`config.mk`:
```
export PLATFORM = sky130hd
export DESIGN_NAME = hwag_channel_scheduler
export DESIGN_NICKNAME = d
export VERILOG_FILES = /design/src/rtl/hwag_channel_scheduler.sv
export SDC_FILE = /design/constraint.sdc
export NUM_CORES = 1
export LEC_CHECK = 0
export ABC_AREA = 1
export BUFFER_PORTS_ARGS = -buffer_cell sky130_fd_sc_hd__buf_4
export CAP_MARGIN = 40
export CORE_MARGIN = 2
export CORE_UTILIZATION = 60
export DETAILED_ROUTE_END_ITERATION = 10
export PLACE_DENSITY = 0.77
export SYNTH_ARGS = -nofsm -noshare
export SYNTH_HDL_FRONTEND = slang
export SYNTH_SLANG_ARGS = --single-unit
```
`constraint.sdc`:
```
create_clock -name clk -period 5.5 [get_ports clk]
set_input_delay 0.275 -clock clk [delete_from_list [all_inputs] [get_ports clk]]
set_output_delay 0.275 -clock clk [all_outputs]
set_load 0.01 [all_outputs]
```
`src/rtl/hwag_channel_scheduler.sv`:
```
// hwag_channel_scheduler: angle-window scheduler that scans all channels through one shared comparator
// Ports:
//   clk        - rising-edge clock
//   rst        - asynchronous active-low reset
//   ena        - angle generator synchronised; low stops scanning and clears outputs
//   acnt       - current angle from the angle counter
//   wr_valid   - configuration write request
//   wr_ready   - low only while the addressed channel occupies stage 1
//   wr_addr    - target channel
//   wr_sel     - 0 set angle, 1 reset angle, 2 enable (wr_data[0]), 3 reserved
//   wr_data    - write data
//   wr_err     - one-cycle pulse after an accepted angle write above MAX_ACR
//   ch_out     - registered channel outputs
//   round_done - one-cycle pulse when the last channel of a round is committed
module hwag_channel_scheduler #(
    parameter int CH_NUM     = 8,
    parameter int ACNT_WIDTH = 24,
    parameter int MAX_ACR    = 3839,
    localparam int IW        = $clog2(CH_NUM)
) (
    input  logic                  clk,
    input  logic                  rst,
    input  logic                  ena,
    input  logic [ACNT_WIDTH-1:0] acnt,
    input  logic                  wr_valid,
    output logic                  wr_ready,
    input  logic [IW-1:0]         wr_addr,
    input  logic [1:0]            wr_sel,
    input  logic [ACNT_WIDTH-1:0] wr_data,
    output logic                  wr_err,
    output logic [CH_NUM-1:0]     ch_out,
    output logic                  round_done
);
    logic [ACNT_WIDTH-1:0] set_q [CH_NUM];
    logic [ACNT_WIDTH-1:0] rang_q [CH_NUM];
    logic [CH_NUM-1:0]     en_q;
    logic [IW-1:0]         idx_q;
    logic [ACNT_WIDTH-1:0] snap_q, snap_d;
    logic                  p_vld_q, p_hit_q;
    logic [IW-1:0]         p_idx_q;
    logic [CH_NUM-1:0]     ch_out_q;
    logic                  round_done_q, wr_err_q;
    logic [ACNT_WIDTH-1:0] cur_set, cur_rang;
    logic                  in_win, hit_d, wr_acc, ang_bad;

    // Channel 0 compares against the live angle; the rest of the round reuses the latched copy.
    always_comb begin
        snap_d   = (idx_q == '0) ? acnt : snap_q;
        cur_set  = set_q[idx_q];
        cur_rang = rang_q[idx_q];
        in_win   = (cur_set < cur_rang) ? (snap_d >= cur_set && snap_d < cur_rang) :
                   (cur_set > cur_rang) ? (snap_d >= cur_set || snap_d < cur_rang) : 1'b0;
        hit_d    = en_q[idx_q] & in_win;
    end

    // Held high in reset so a requester never stalls; writes are dropped by the reset anyway.
    assign wr_ready = ~rst | ~(ena & (wr_addr == idx_q));
    assign wr_acc   = wr_valid & wr_ready;
    assign ang_bad  = ~wr_sel[1] & (wr_data > ACNT_WIDTH'(MAX_ACR));

    always_ff @(posedge clk or negedge rst) begin
        if (!rst) begin
            for (int i = 0; i < CH_NUM; i++) begin
                set_q[i]  <= '0;
                rang_q[i] <= '0;
            end
            en_q         <= '0;
            idx_q        <= '0;
            snap_q       <= '0;
            p_vld_q      <= 1'b0;
            p_hit_q      <= 1'b0;
            p_idx_q      <= '0;
            ch_out_q     <= '0;
            round_done_q <= 1'b0;
            wr_err_q     <= 1'b0;
        end else begin
            wr_err_q <= wr_acc & ang_bad;
            if (wr_acc && !ang_bad) begin
                if (wr_sel == 2'd0) set_q[wr_addr] <= wr_data;
                if (wr_sel == 2'd1) rang_q[wr_addr] <= wr_data;
                if (wr_sel == 2'd2) en_q[wr_addr] <= wr_data[0];
            end
            if (ena) begin
                idx_q        <= idx_q + IW'(1);
                snap_q       <= snap_d;
                p_vld_q      <= 1'b1;
                p_idx_q      <= idx_q;
                p_hit_q      <= hit_d;
                if (p_vld_q) ch_out_q[p_idx_q] <= p_hit_q;
                round_done_q <= p_vld_q && (p_idx_q == IW'(CH_NUM - 1));
            end else begin
                idx_q        <= '0;
                p_vld_q      <= 1'b0;
                ch_out_q     <= '0;
                round_done_q <= 1'b0;
            end
        end
    end

    assign ch_out     = ch_out_q;
    assign round_done = round_done_q;
    assign wr_err     = wr_err_q;
endmodule

```
; Word-level counts from Yosys, hierarchy flattened
; Cells that the tools add are included.
[word_totals]
out_inout_bits = 11
wordCells = 94
in_bits = 57
regBits = 434
[op_classes]
n_reduce_logical = 13
order_cmp = 13
bitwise = 11
eq_ne = 5
n_addsub = 1
muxes = 26
[op_table]
columns = op, count
row1 = $bwmux W192, 2
row2 = $bmux W24 S3, 2
row3 = $mux W24, 6
row4 = $demux W24 S3, 1
row5 = $lt A24 B24 Y1, 2
row6 = $ge A24 B24 Y1, 1
row7 = $gt A24 B12 Y1 const B, 1
row8 = $gt A24 B24 Y1, 1
row9 = $bwmux W8, 2
row10 = $mux W8, 2
row11 = $lt A3 B4 Y1 const B, 3
row12 = $ge A4 B4 Y1 const B, 2
row13 = $not A3 Y4, 2
row14 = $mux W1, 7
row15 = $demux W1 S3, 2
row16 = $ge A3 B1 Y1 const B, 2
row17 = $logic_and A1 B1 Y1, 6
row18 = $reduce_and A2 Y1, 3
row19 = $and A1 B1 Y1, 5
row20 = $lt A4 B1 Y1 const B, 1
row21 = $add A3 B1 Y3 const B, 1
row22 = $bmux W1 S3, 1
row23 = $eq A3 B3 Y1, 1
row24 = $eq A3 B3 Y1 const B, 1
row25 = 10 further kinds, 12

; Longest topological paths before layout
[depth]
word_depth = 9
mapped_depth = 30

; Worst setup path before layout
; Ideal clock, no wire load.
[synth_timing]
path_type = register to register
startpoint = register idx_q[0]
endpoint = register p_hit_q
n_path_buf = 6
t_required_ps = 5383
stages_incl_launch_ff = 26
path_slack_ps = 1843
arrival_ps = 3540
path_cell_list = dfrtp_1 inv_1 clkbuf_1 buf_2 buf_2 buf_1 ha_1 nand2_1 buf_2 buf_1 nor2_1 a21oi_1 ha_1 nand2_1 nor2_1 nand4_1 nor2_1 nand3_1 nor3_1 a21boi_0 nand2_1 nand2_1 nand2_1 nand2_1 nand2_1 nand2_1
[synth_between]
word_cells_on_any_way = 20
[synth_rtl]
columns = element, line_no
row1 = from (decl), 37  ; logic [IW-1:0] idx_q;
row2 = from (signal assigned), 84  ; idx_q <= idx_q + IW'(1);
row3 = $logic_not A3 Y1 *, 48  ; snap_d = (idx_q == '0) ? acnt : snap_q;
row4 = $mux W24 *, 48
row5 = net snap_d[21], 38  ; logic [ACNT_WIDTH-1:0] snap_q, snap_d;
row6 = $ge A24 B24 Y1 or $lt A24 B24 Y1 (tied branches), "51, 52"
row7 = $logic_or A1 B1 Y1, 52  ; (cur_set > cur_rang) ? (snap_d >= cur_set || snap_d < cur_rang) : 1'b0;
row8 = $mux W1, 52
row9 = $mux W1 *, 51  ; in_win = (cur_set < cur_rang) ? (snap_d >= cur_set && snap_d < cur_rang) :
row10 = $and A1 B1 Y1 *, 53  ; hit_d = en_q[idx_q] & in_win;
row11 = to (signal assigned), 88  ; p_hit_q <= hit_d;
row12 = to (decl), 39  ; logic p_vld_q, p_hit_q;
; The timed path passes the listed nets; every way through them passes the cells marked *. The select of a mux whose other input is x is not followed.
; A chain may end at the register's enable or synchronous reset.

; Worst setup path in the final report
[layout_timing]
startpoint = register idx_q[1]
endpoint = register p_hit_q
[layout_between]
elab_chain_len = 9
word_cells_on_any_way = 20
[layout_lines]
columns = element, line_no
row1 = $not A3 Y4 (implied by the code), "49, 50"
row2 = "$bmux W24 S3, on equally long branches", "49, 50"
row3 = "$mux W24, on equally long branches (2 in a row)", "49, 50"
row4 = $ge A24 B24 Y1 or $lt A24 B24 Y1 (tied branches), "51, 52"
row5 = $logic_or A1 B1 Y1, 52
row6 = $mux W1, 52
row7 = $mux W1, 51
row8 = $and A1 B1 Y1 *, 53
; Every way passes the cells marked *; elsewhere a longest branch is shown, timed or not. The select of a mux whose other input is x is not followed.

==> results.md <==
Route:
- The detail route stage leaves a number of antenna-violating nets equal to 0.
- The number of iterations in the first detailed-routing pass is 6.
- The post-route DRC violation count is 0.
- In this run, the number of DRC markers left after iteration 0 of detailed routing was 1,780.
- After detailed routing, the average wire length per cell comes to 17.9 um.
- Using the TritonRoute via totals, the vias-per-cell ratio works out to 5.74.
- Summed over all layers, the routed wires come to 53,700 um.
- Detailed routing inserted a total of 17,182 vias.

GRT:
- The via count of the first global-routing pass is 17,073.
- The global routing met2 resource utilization is 0.483.
- The all-layer global routing usage is 0.309.
- The pin count of the biggest net entering global routing is 172.
- For this run, global-route usage on met1 was measured as 0.434.
- The global routing usage on met3 is 0.0536.
- The first global-routing pass estimated 87,600 um of wire.
- The initial antenna violation count is 0.
- The busiest layer in global routing is met2.
- Global routing finished with a remaining overflow of 0.

CTS:
- The tree is rooted in a clkbuf_16.
- The number of clock buffers added by TritonCTS is 46.
- The tree built by TritonCTS fans out to 434 sinks.
- The H-tree generated during clock tree synthesis spans 2 levels.
- After clock tree synthesis, the clock-pin slew on the worst setup and hold paths is 70 ps.
- The maximum clock insertion buffer count is 3.
- At the later pin of the worst-skew pair, clock insertion delay measures 560 ps.
- TritonCTS built the clock tree.
- The number of gates resized after cts is 0.
- Once the clock tree was built, the setup fixing pass inserted 0 buffers.

Yosys:
- The netlist uses 34 different library cells.
- In the synthesized netlist the dominant register cell turns out to be dfrtp_1.
- The biggest area contributor in the post-synthesis netlist is dfrtp_1.
- The sequential cell area fraction in the yosys report is 0.529.
- The number of nets handed over by synthesis was 2,648.
- The proportion of netlist area held by the largest area contributor is 0.529.
- The count of mapped cells out of synthesis is 2,521.
- The async set-reset flop share out of synthesis is 1.00.
- The count of warnings emitted by yosys is 0.
- After synthesis the netlist holds a flip-flop and latch count of 434.
- The average instance area after synthesis is 8.15 um2.
- Sorting the synthesized cells by area gives the leading types as dfrtp_1 (53%), o21ai_0 (11%), nand2_1 (11%), inv_1 (6.3%), ha_1 (4.3%).
- The post-synthesis instance area is 0.0205 mm2.
- Counting flops with a built-in enable in the synthesized netlist gives 0.

Floorplan:
- The width of the chip is 189 um.
- The number of cell rows is 67.
- The die extent in y is 189 um.
- The core outline area is 0.0336 mm2.
- The initial core utilization is 0.611.
- The total die area is 0.0357 mm2.
- The I/O pin total is 68.

Placement:
- After legalization and detailed placement, the total HPWL measured 32,700 um.
- The worst slack at placement is 1610 ps.
- The cell total after placement is 2,913.
- The total cell area at the placement stage is 0.0214 mm2.
- During placement, the flow inserted port buffers numbering 67.
- The weighted congestion reported at the end of routability-driven placement is 0.877.

Timing:
- The number of failing hold endpoints at the final stage was 0.
- For the final routed database, the setup TNS stands at 0 ps.
- The highest achievable clock rate is 0.246 GHz.
- The worst pin sits at a relative slew slack of 0.400.
- The worst path meets setup with 1440 ps of slack.
- In the finished design, the share of the clock period the worst path needs comes to 0.738.
- The post-route minimum period is 4060 ps.
- Setup repair after global routing left no endpoint under its margin.
- The worst setup skew after layout is 16.0 ps.
- The final max-slew violation count came to 0.
- Setup violations remaining at the end of the flow were counted as 0.
- The slew at the pin closest to its max-slew limit is 900 ps.

Setup path:
- The worst setup path is captured at a register.
- Tracing the worst setup path back leads to its startpoint at idx_q[1].
- The worst register-to-register path has a depth of 18.
- The reg-to-reg setup timing slack is 1440 ps.
- The required time of the critical path is 6010 ps.
- The endpoint identified for the worst register-to-register timing path is p_hit_q.
- STA classifies the critical path startpoint as a register.
- The peak fanout along the critical path is 72.
- Data arrives at the worst endpoint at 4570 ps.
- The class of the most critical setup path is reg -> reg.
- The launch instance of the worst register-to-register path is idx_q[1].
- The most critical setup path has its endpoint at p_hit_q.

Pwr:
- The areal power density over the cells is 354 mW/mm2.
- The worst-case IR drop observed on VDD is 0.000235 V.
- The post-layout total power is 8.17 mW.
- The leakage power summed over all cells is 12.6 nW.

Layout:
- The layout filler cell count is 2,661.
- The area used by multi-input combinational logic is 0.00778 mm2.
- The share of final-layout standard cells stronger than drive strength 1 is 0.0766.
- The final antenna diode count is 0.
- After the flow finishes, the layout carries non-filler instances totaling 2,995.
- Leaving out fill and tap cells, the most frequent cells in the layout are nand2_1 (594), o21ai_0 (448), dfrtp_1 (432), inv_1 (342), nor2_1 (231).
- The sequential cells in the finished layout cover a total of 0.0109 mm2.
- The finished layout cell area is 0.0230 mm2.
- The total number of nets in the final design is 2,641.
- Leaving out fill and tap cells, the most frequent cell in the layout is nand2_1.
- From synthesis to final layout, the design area changed by 12.2%.

Worst hold path:
- In this run the worst hold path is classified as in -> reg.

Status:
- The flow ran to the end, and the final reports show no timing, DRC or antenna violations.

Job:
- The tool flagged a number of max-cap violations equal to 0.
## cells by family after synthesis
family | synth area share
compound gates | 0.162
fa+ha+maj | 0.0426
simple gates | 0.173
xor+xnor | 0.000426
flops | 0.529
buf+inv | 0.0927
## power by group
part / internal, mW / switching, mW / leakage, nW
clock network: 2.01 / 1.25 / 0.792
logic: 0.470 / 0.871 / 5.90
registers: 3.43 / 0.130 / 5.88
total: 5.91 / 2.25 / 12.6
## per-stage QoR
step	util	hold WS (ps)
3_5_place_dp	0.637	296
3_3_place_gp	0.631	297
6_report	0.686	57.1
5_1_grt	0.686	62.3
2_1_floorplan	-	-20.6
4_1_cts	0.686	48.4
## worst max-delay path, cell delays in order, from the launching register on
cell and delay [ps]:
dfrtp_2 360, buf_4 350, buf_4 730, o21ai_0 220
o22ai_1 200, inv_1 50, o21ai_0 580, inv_1 120
ha_1 310, nand4_1 140, nor4_1 270, nand4_1 140
inv_1 80, nand2_1 50, nand3_1 60, nand2_1 60
a21oi_1 130, nand2_1 60, nand2_1 50
## layout make-up
class,instances,share of cell area
clock inverter,16,0.0105
sequential,434,0.471
inverter,347,0.0566
multi-input combinational,1593,0.338
clock buffer,65,0.0596
timing repair buffer,92,0.0400
tap,448,0.0243
## state kept, by name, indices dropped and copies added (netlist names)
name,flops
set_q,192
ch_out,8
p_idx_q,3
en_q,8
idx_q,3
p_hit_q,1
p_vld_q,1
wr_err,1
snap_q,24
rang_q,192
round_done,1
## metal layers
layer	vias up	wire, um
met3	125	4480
met1	8292	23100
met5	-	0
met4	0	1760
li1	8037	-
met2	728	24300
## synthesized netlist by cell type, drive strengths merged, types with 9 or more instances
library cell    n
clkbuf         97
nor2          231
o22ai          69
nor3           10
inv           345
nand2         611
o21ai         464
a21oi          49
nand3          29
ha             70
o221ai         22
buf            50
dfrtp         434
nand4           9
## worst min path at each step
| stage | start | endpoint | slack, ps | cells after the start |
|---|---|---|---|---|
| 2_1_floorplan | rst | ch_out[0] | -20 | 0 |
| 3_3_place_gp | rst | rang_q[180] | 300 | 1 |
| 3_5_place_dp | rst | rang_q[132] | 300 | 1 |
| 4_1_cts | wr_valid | wr_err | 50 | 3 |
| 5_1_grt | wr_valid | wr_err | 60 | 3 |
| 6_report | wr_valid | wr_err | 60 | 3 |
## timing repair
| action | CTS | global route |
|---|---|---|
| endpoints found under the hold margin | 73 | 0 |
| hold buffers | 1 | 0 |
| endpoints found under the setup margin | 0 | 0 |
(Power assumes the default switching activity.)
